<file path="config.mk">
export PLATFORM = sky130hd
export DESIGN_NAME = uart_rx_engine_flat
export DESIGN_NICKNAME = d
export VERILOG_FILES = /design/src/rtl/uart_rx_engine_if.sv /design/src/rtl/uart_rx_engine.sv /design/src/flat_wrapper.sv
export SDC_FILE = /design/constraint.sdc
export NUM_CORES = 1
export LEC_CHECK = 0
export CAP_MARGIN = 15
export CORE_ASPECT_RATIO = 1.5
export CORE_MARGIN = 2
export CORE_UTILIZATION = 42
export CTS_CLUSTER_DIAMETER = 120
export DETAILED_ROUTE_END_ITERATION = 8
export HOLD_SLACK_MARGIN = 0.03
export PLACE_DENSITY_LB_ADDON = 0.3
export SETUP_SLACK_MARGIN = 0.2
export SYNTH_ARGS = -nofsm -noshare
export SYNTH_HDL_FRONTEND = slang
export SYNTH_SLANG_ARGS = --single-unit
</file>
<file path="constraint.sdc">
create_clock -name clk_clk -period 4.6 [get_ports clk_clk]
set_input_delay 1.15 -clock clk_clk [delete_from_list [all_inputs] [get_ports clk_clk]]
set_output_delay 1.15 -clock clk_clk [all_outputs]
set_load 0.02 [all_outputs]
</file>
<file path="src/rtl/uart_rx_engine_if.sv">
// Receive-side bundle of the UART receiver.
//   rxd        serial line into the receiver (idle high)
//   rx_data    received byte, LSB = first bit on the line
//   rx_valid   rx_data and flags are valid
//   rx_ready   consumer accepts when rx_valid && rx_ready
//   frame_err  stop bit of the held byte was low
//   parity_err parity mismatch on the held byte
//   overrun    one-cycle pulse: a completed frame was dropped
//   busy       receiver is inside a frame
// master: the receiver; slave: line driver / byte consumer.
interface uart_rx_engine_if;
  logic       rxd;
  logic [7:0] rx_data;
  logic       rx_valid;
  logic       rx_ready;
  logic       frame_err;
  logic       parity_err;
  logic       overrun;
  logic       busy;

  modport master (
    input  rxd, rx_ready,
    output rx_data, rx_valid, frame_err, parity_err, overrun, busy
  );

  modport slave (
    output rxd, rx_ready,
    input  rx_data, rx_valid, frame_err, parity_err, overrun, busy
  );
endinterface

</file>
<file path="src/rtl/uart_rx_engine.sv">
// UART receiver: deserialises 1-start / DATA_BITS / optional parity / 1-stop frames into bytes
// with a valid/ready handshake, per-byte framing/parity flags and an overrun pulse.
// Ports:
//   clk_clk      system clock, rising edge
//   reset_reset  asynchronous active-high reset
//   bus          uart_rx_engine_if.master (rxd, rx_ready in; byte, flags, overrun, busy out)
module uart_rx_engine #(
  parameter int unsigned CLK_HZ    = 50000000,
  parameter int unsigned BAUD      = 115200,
  parameter int unsigned DATA_BITS = 8,
  parameter int unsigned PARITY    = 0
) (
  input logic               clk_clk,
  input logic               reset_reset,
  uart_rx_engine_if.master  bus
);

  localparam int unsigned CPB   = CLK_HZ / BAUD;
  localparam int unsigned CNT_W = $clog2(CPB);
  localparam logic [CNT_W-1:0] CNT_LAST = CNT_W'(CPB - 1);
  localparam logic [CNT_W-1:0] CNT_MID  = CNT_W'(CPB / 2 - 1);
  localparam logic [2:0]       BIT_LAST = 3'(DATA_BITS - 1);

  typedef enum logic [2:0] {StIdle, StStart, StData, StParity, StStop, StWaitHigh} state_e;

  state_e               state_q;
  logic [1:0]           sync_q;
  logic [CNT_W-1:0]     cnt_q;
  logic [2:0]           bit_q;
  logic [DATA_BITS-1:0] shift_q;
  logic                 par_q;
  logic                 stop_q;
  logic                 commit_q;
  logic [7:0]           rx_data_q;
  logic                 rx_valid_q;
  logic                 frame_err_q;
  logic                 parity_err_q;
  logic                 overrun_q;
  logic                 rxs;
  logic                 par_exp;

  assign rxs = sync_q[1];

  // Expected parity bit for the assembled payload; odd mode inverts the even-mode XOR.
  always_comb begin
    par_exp = ^shift_q;
    if (PARITY == 1) par_exp = ~par_exp;
  end

  always_ff @(posedge clk_clk or posedge reset_reset) begin
    if (reset_reset) begin
      state_q      <= StIdle;
      sync_q       <= 2'b11;
      cnt_q        <= '0;
      bit_q        <= '0;
      shift_q      <= '0;
      par_q        <= 1'b0;
      stop_q       <= 1'b0;
      commit_q     <= 1'b0;
      rx_data_q    <= '0;
      rx_valid_q   <= 1'b0;
      frame_err_q  <= 1'b0;
      parity_err_q <= 1'b0;
      overrun_q    <= 1'b0;
    end else begin
      sync_q    <= {sync_q[0], bus.rxd};
      cnt_q     <= cnt_q + 1'b1;
      overrun_q <= 1'b0;

      case (state_q)
        StIdle: begin
          cnt_q <= '0;
          if (!rxs) state_q <= StStart;
        end
        StStart: begin
          if (cnt_q == CNT_MID) begin
            cnt_q   <= '0;
            bit_q   <= '0;
            // A high line at mid start bit is a glitch, not a frame.
            state_q <= rxs ? StIdle : StData;
          end
        end
        StData: begin
          if (cnt_q == CNT_LAST) begin
            cnt_q   <= '0;
            shift_q <= {rxs, shift_q[DATA_BITS-1:1]};
            bit_q   <= bit_q + 1'b1;
            if (bit_q == BIT_LAST) state_q <= (PARITY != 0) ? StParity : StStop;
          end
        end
        StParity: begin
          if (cnt_q == CNT_LAST) begin
            cnt_q   <= '0;
            par_q   <= rxs;
            state_q <= StStop;
          end
        end
        StStop: begin
          if (cnt_q == CNT_LAST) begin
            cnt_q    <= '0;
            stop_q   <= rxs;
            commit_q <= 1'b1;
            // A low stop (framing error or break) must see the line recover before re-arming.
            state_q  <= rxs ? StIdle : StWaitHigh;
          end
        end
        StWaitHigh: begin
          cnt_q <= '0;
          if (rxs) state_q <= StIdle;
        end
        default: state_q <= StIdle;
      endcase

      if (rx_valid_q && bus.rx_ready) rx_valid_q <= 1'b0;

      // Commit one cycle after the stop sample; an accept in the same cycle frees the slot.
      if (commit_q) begin
        commit_q <= 1'b0;
        if (!rx_valid_q || bus.rx_ready) begin
          rx_data_q    <= 8'(shift_q);
          frame_err_q  <= ~stop_q;
          parity_err_q <= (PARITY != 0) && (par_q != par_exp);
          rx_valid_q   <= 1'b1;
        end else begin
          overrun_q <= 1'b1;
        end
      end
    end
  end

  assign bus.rx_data    = rx_data_q;
  assign bus.rx_valid   = rx_valid_q;
  assign bus.frame_err  = frame_err_q;
  assign bus.parity_err = parity_err_q;
  assign bus.overrun    = overrun_q;
  assign bus.busy       = (state_q != StIdle);

endmodule

</file>
<file path="src/flat_wrapper.sv">
// flat-port wrapper written by rule: the top's interface ports become plain ports
module uart_rx_engine_flat 
#(
  parameter int unsigned CLK_HZ    = 50000000,
  parameter int unsigned BAUD      = 115200,
  parameter int unsigned DATA_BITS = 8,
  parameter int unsigned PARITY    = 0
)
  (clk_clk, reset_reset, bus_rxd, bus_rx_ready, bus_rx_data, bus_rx_valid, bus_frame_err, bus_parity_err, bus_overrun, bus_busy);
  uart_rx_engine_if bus_i ();
  input logic clk_clk;
  input logic reset_reset;
  input wire logic [$bits(bus_i.rxd)-1:0] bus_rxd;
  input wire logic [$bits(bus_i.rx_ready)-1:0] bus_rx_ready;
  output wire logic [$bits(bus_i.rx_data)-1:0] bus_rx_data;
  output wire logic [$bits(bus_i.rx_valid)-1:0] bus_rx_valid;
  output wire logic [$bits(bus_i.frame_err)-1:0] bus_frame_err;
  output wire logic [$bits(bus_i.parity_err)-1:0] bus_parity_err;
  output wire logic [$bits(bus_i.overrun)-1:0] bus_overrun;
  output wire logic [$bits(bus_i.busy)-1:0] bus_busy;
  assign bus_i.rxd = bus_rxd;
  assign bus_i.rx_ready = bus_rx_ready;
  assign bus_rx_data = bus_i.rx_data;
  assign bus_rx_valid = bus_i.rx_valid;
  assign bus_frame_err = bus_i.frame_err;
  assign bus_parity_err = bus_i.parity_err;
  assign bus_overrun = bus_i.overrun;
  assign bus_busy = bus_i.busy;
  uart_rx_engine #(.CLK_HZ(CLK_HZ), .BAUD(BAUD), .DATA_BITS(DATA_BITS), .PARITY(PARITY)) u_core (.clk_clk(clk_clk), .reset_reset(reset_reset), .bus(bus_i));
endmodule
</file>
### Word level (Yosys, flattened, before mapping)

Cells that the tools add are included.

* input bits: 4
* output and inout port bits: 13
* word-level logic and storage cells: 66
* flip-flop bits (word level): 38

* equality and inequality tests: 15
* bitwise logic cells: 1
* reduce and logical (&&, ||, !) cells: 13
* $add $sub $neg: 2
* muxes and demuxes: 24

Operator list (number)
* two-way mux 3 bit: 10
* case mux 9 bit (3 select lines): 1
* two-way mux 9 bit: 2
* case mux 3 bit (6 select lines): 1
* != test 2 x 1 -> 1 bit (second input constant): 6
* adder 9 x 1 -> 9 bit (second input constant): 1
* == test 3 bit (second input constant): 3
* == test 9 x 8 -> 1 bit (second input constant): 1
* == test 9 bit (second input constant): 1
* two-way mux 1 bit: 8
* AND reduction 7 bit: 1
* == test 3 x 2 -> 1 bit (second input constant): 2
* case mux 3 bit (2 select lines): 1
* AND reduction 2 bit: 3
* adder 3 x 1 -> 3 bit (second input constant): 1
* == test 3 x 1 -> 1 bit (second input constant): 1
* zero test 3 bit: 1
* AND reduction 3 bit: 1
* nonzero test 3 bit: 1
* OR reduction 3 bit: 1
* two-way mux 2 bit: 1
* != test 2 bit (second input constant): 1
* nonzero test 2 bit: 1
* OR reduction 2 bit: 1
* 4 further kinds: 4

### Logic depth before layout (Yosys ltp)

* word-level depth: 4
* gate-level depth with buffers: 7
* gate-level depth less buffers: 6

### Least setup slack after synthesis

OpenSTA, ideal clock, no wires.

* path type: register to output
* start: register u_core.state_q[0]
* end: output bus_busy
* data arrival time: 0.965 ns
* cell stages (with the launch flop): 3
* setup slack: 2.485 ns
* path buffers: 1
* data required time: 3.450 ns
* cell sequence: dfrtp_1 > clkbuf_8 > or3_1

* longest elaborated chain between the ends: 1

Ends and longest elaborated chain
* from (decl): RTL line uart_rx_engine.sv:26 `state_e state_q;`
* from (signal assigned): RTL line uart_rx_engine.sv:52 `state_q <= StIdle;`
* from (signal assigned): RTL line uart_rx_engine.sv:73 `if (!rxs) state_q <= StStart;`
* from (signal assigned): RTL line uart_rx_engine.sv:80 `state_q <= rxs ? StIdle : StData;`
* nonzero test 3 bit: RTL line uart_rx_engine.sv:136 `assign bus.busy = (state_q != StIdle);`
* to (decl): RTL line flat_wrapper.sv:20 `output wire logic [$bits(bus_i.busy)-1:0] bus_busy;`

No other way between the ends.

### Worst setup path after layout

Same ends and word-level chain as after synthesis.

==> flow_summary.ini <==
[place]
place.gp.congestion = 0.744
dp_slack_ns = 2.03
place_hpwl_um = 2310
port_buffers = 15
postPlaceCellArea_um2 = 2030

[global_route]
grt_max_degree = 26
grt_pass1_wl_um = 5170
track_usage_pct = 13.8
grt_pass1_vias = 1156
antenna_found_initial = 0
overflow = 0

[cells_and_area]
design_area_um2 = 2110
nets = 172
diodes = 0
syn2layout_area_growth_pct = 13.1
postLayoutCoreUtil_pct = 49.7
nFillCells = 383
drive_gt1_share_pct = 23.9

[run_status]
status = complete, no violations

[die]
die_width_um = 58.4
rows = 29
start_util_pct = 44.0
design.core.area_um2 = 4250
die_h_um = 85.7
pin_count = 17
die-area_um2 = 5000

[yosys]
seq_area_frac_synth_pct = 51.1
synth_edf_count = 0
ys_warn_count = 0
synth_top_cell_area_share_pct = 48.3
synthFlopType = dfrtp_1
syn_nets = 154
yosysMostFrequentCell = dfrtp_1
yosys.cell_types.count = 46
synth_area_leaders = dfrtp_1, mux2_4, mux2_2, ha_1, dfstp_2
async_flop_share_pct = 100
synth_area_leader_cell = dfrtp_1
syn-cell-area_um2 = 1870
avgSynthCellArea_um2 = 12.9
synthTopCellsByCount = dfrtp_1, nor2_1, nand2_1
syn-instance-count = 145
ys_seq_elements = 38

[critical_path]
cp_max_fo = 10
reg2regPathDepth = 6
worst_ep_required_time_ns = 3.45
arrival_ns = 1.72
critPathLaunchType = register
crit_type = reg -> out
crit_path_end_kind = primary output

[timing]
fin_crit_sh_pct = 62.4
hold_violations = 0
maxSlewHeadroom_pct = 38.0
timing.final.crit_period_ns = 2.87
finClkSkew_ns = 0.00620
drv_slew = 0
grt_setup_unrepaired = no
final-setup-viol-count = 0
worst_pin_slew_ns = 0.928
setup_slack_ns = 1.73
final.setup.tns_ns = 0
fmax_mhz = 349

[clocking]
root_buffer = clkbuf_8
htree_levels = 2
post_cts.repair.setup_buffers = 0
cts_sinks = 38
cts.path.max_buffers = 2
cts_buffers = 5
clock_latency_ns = 0.28
ctsResizeCount = 0
cts_tree = done
path_clk_slew_ns = 0.07
cts_hold_buf = 0

[worst_hold_path]
hp-class = reg -> reg
whs_path_depth = 0

[drt]
vias = 1135
first_pass_iters = 3
wl_per_cell_um = 14.5
routed_wl_um = 3030
viasPerCell = 5.43
drt_iter0_markers = 16
ant_nets = 0
drc = 0

[job]
drv_cap = 0

[pwr]
ir_worst_vdd_mv = 0.221
totalPowerFinal_w = 0.000558
cellLeakagePower_nw = 0.961
p_per_area_nw_per_um2 = 264
-- sequential cells by signal, indices dropped and copies added, names as in the netlist --
signal and count:
u_core.shift_q 8, u_core.bus.overrun 1, u_core.cnt_q 9, u_core.bus.rx_valid 1, u_core.bus.frame_err 1, u_core.bit_q 3
u_core.bus.rx_data 8, u_core.stop_q 1, u_core.commit_q 1, u_core.sync_q 2, u_core.state_q 3
-- layout by cell type (no fill, tap or decap), types with 2 or more instances in the layout --
| cell | count |
|---|---|
| clkdlybuf4s50_1 | 15 |
| o21ai_0 | 3 |
| mux2_1 | 3 |
| nand3_1 | 3 |
| nand4_1 | 4 |
| o211ai_1 | 2 |
| inv_1 | 6 |
| dfrtp_1 | 36 |
| mux2_2 | 8 |
| nand2_1 | 9 |
| or3_1 | 2 |
| xor2_1 | 6 |
| nor3b_2 | 2 |
| a31oi_1 | 3 |
| nor2_1 | 12 |
| clkinv_2 | 2 |
| and2b_1 | 2 |
| dfstp_2 | 2 |
| mux2_4 | 8 |
| ha_1 | 5 |
| clkbuf_8 | 5 |
-- cell families after synthesis --
kind of cell	Yosys count	synth area share, %
xor+xnor	7	3.28
buf+inv	11	3.82
compound gates	17	7.37
simple gates	47	17.8
mux	19	13.1
flops	38	51.1
fa+ha+maj	5	3.35
other cells	1	0.201
-- final timing paths --
path / startpoint / slack (ns) / endpoint
worst max-delay path: u_core.state_q[0] / 1.73 / bus_busy
worst min-delay path: u_core.sync_q[0] / 0.36 / u_core.sync_q[1]
worst max register to register: u_core.cnt_q[1] / 2.87 / u_core.state_q[1]
worst min register to register: u_core.sync_q[0] / 0.36 / u_core.sync_q[1]
max in group asynchronous: reset_reset / 2.50 / u_core.bit_q[0]
min in group asynchronous: reset_reset / 1.37 / u_core.state_q[2]
-- report_power, final --
part           internal, W  switching [W]
clock             0.000102       0.000109
combinational   0.00000355     0.00000778
sequential        0.000336    0.000000738
-- worst max-delay path, stage by stage (launching register included) --
cell and delay (ns):
dfrtp_1 0.49, or3_1 0.40, clkdlybuf4s50_1 0.54
-- area by class of cell --
type	count	area, um2	share of cell area, %
clock buffer	5	68.8	3.26
clock inverter	2	10.0	0.474
inverter	6	22.5	1.07
multi-input combinational	96	842	39.9
sequential	38	953	45.1
tap	46	57.6	2.73
timing repair buffer	16	158	7.46
-- per-layer routing --
layer | global-route usage (%) | up-vias | part of all wire, %
li1 | - | 545 | -
met1 | 14.0 | 568 | 38
met2 | 25.4 | 17 | 56
met3 | 4.07 | 5 | 3.4
met4 | 5.71 | 0 | 1.9
met5 | 0 | - | 0
-- stage by stage --
step,instances,hold WS [ns]
after floorplan,145,0.345
after global placement,202,0.347
after detailed placement,202,0.348
after CTS,209,0.358
after global routing,209,0.370
final,209,0.357
Note: power is estimated with default switching activity, not from simulation.
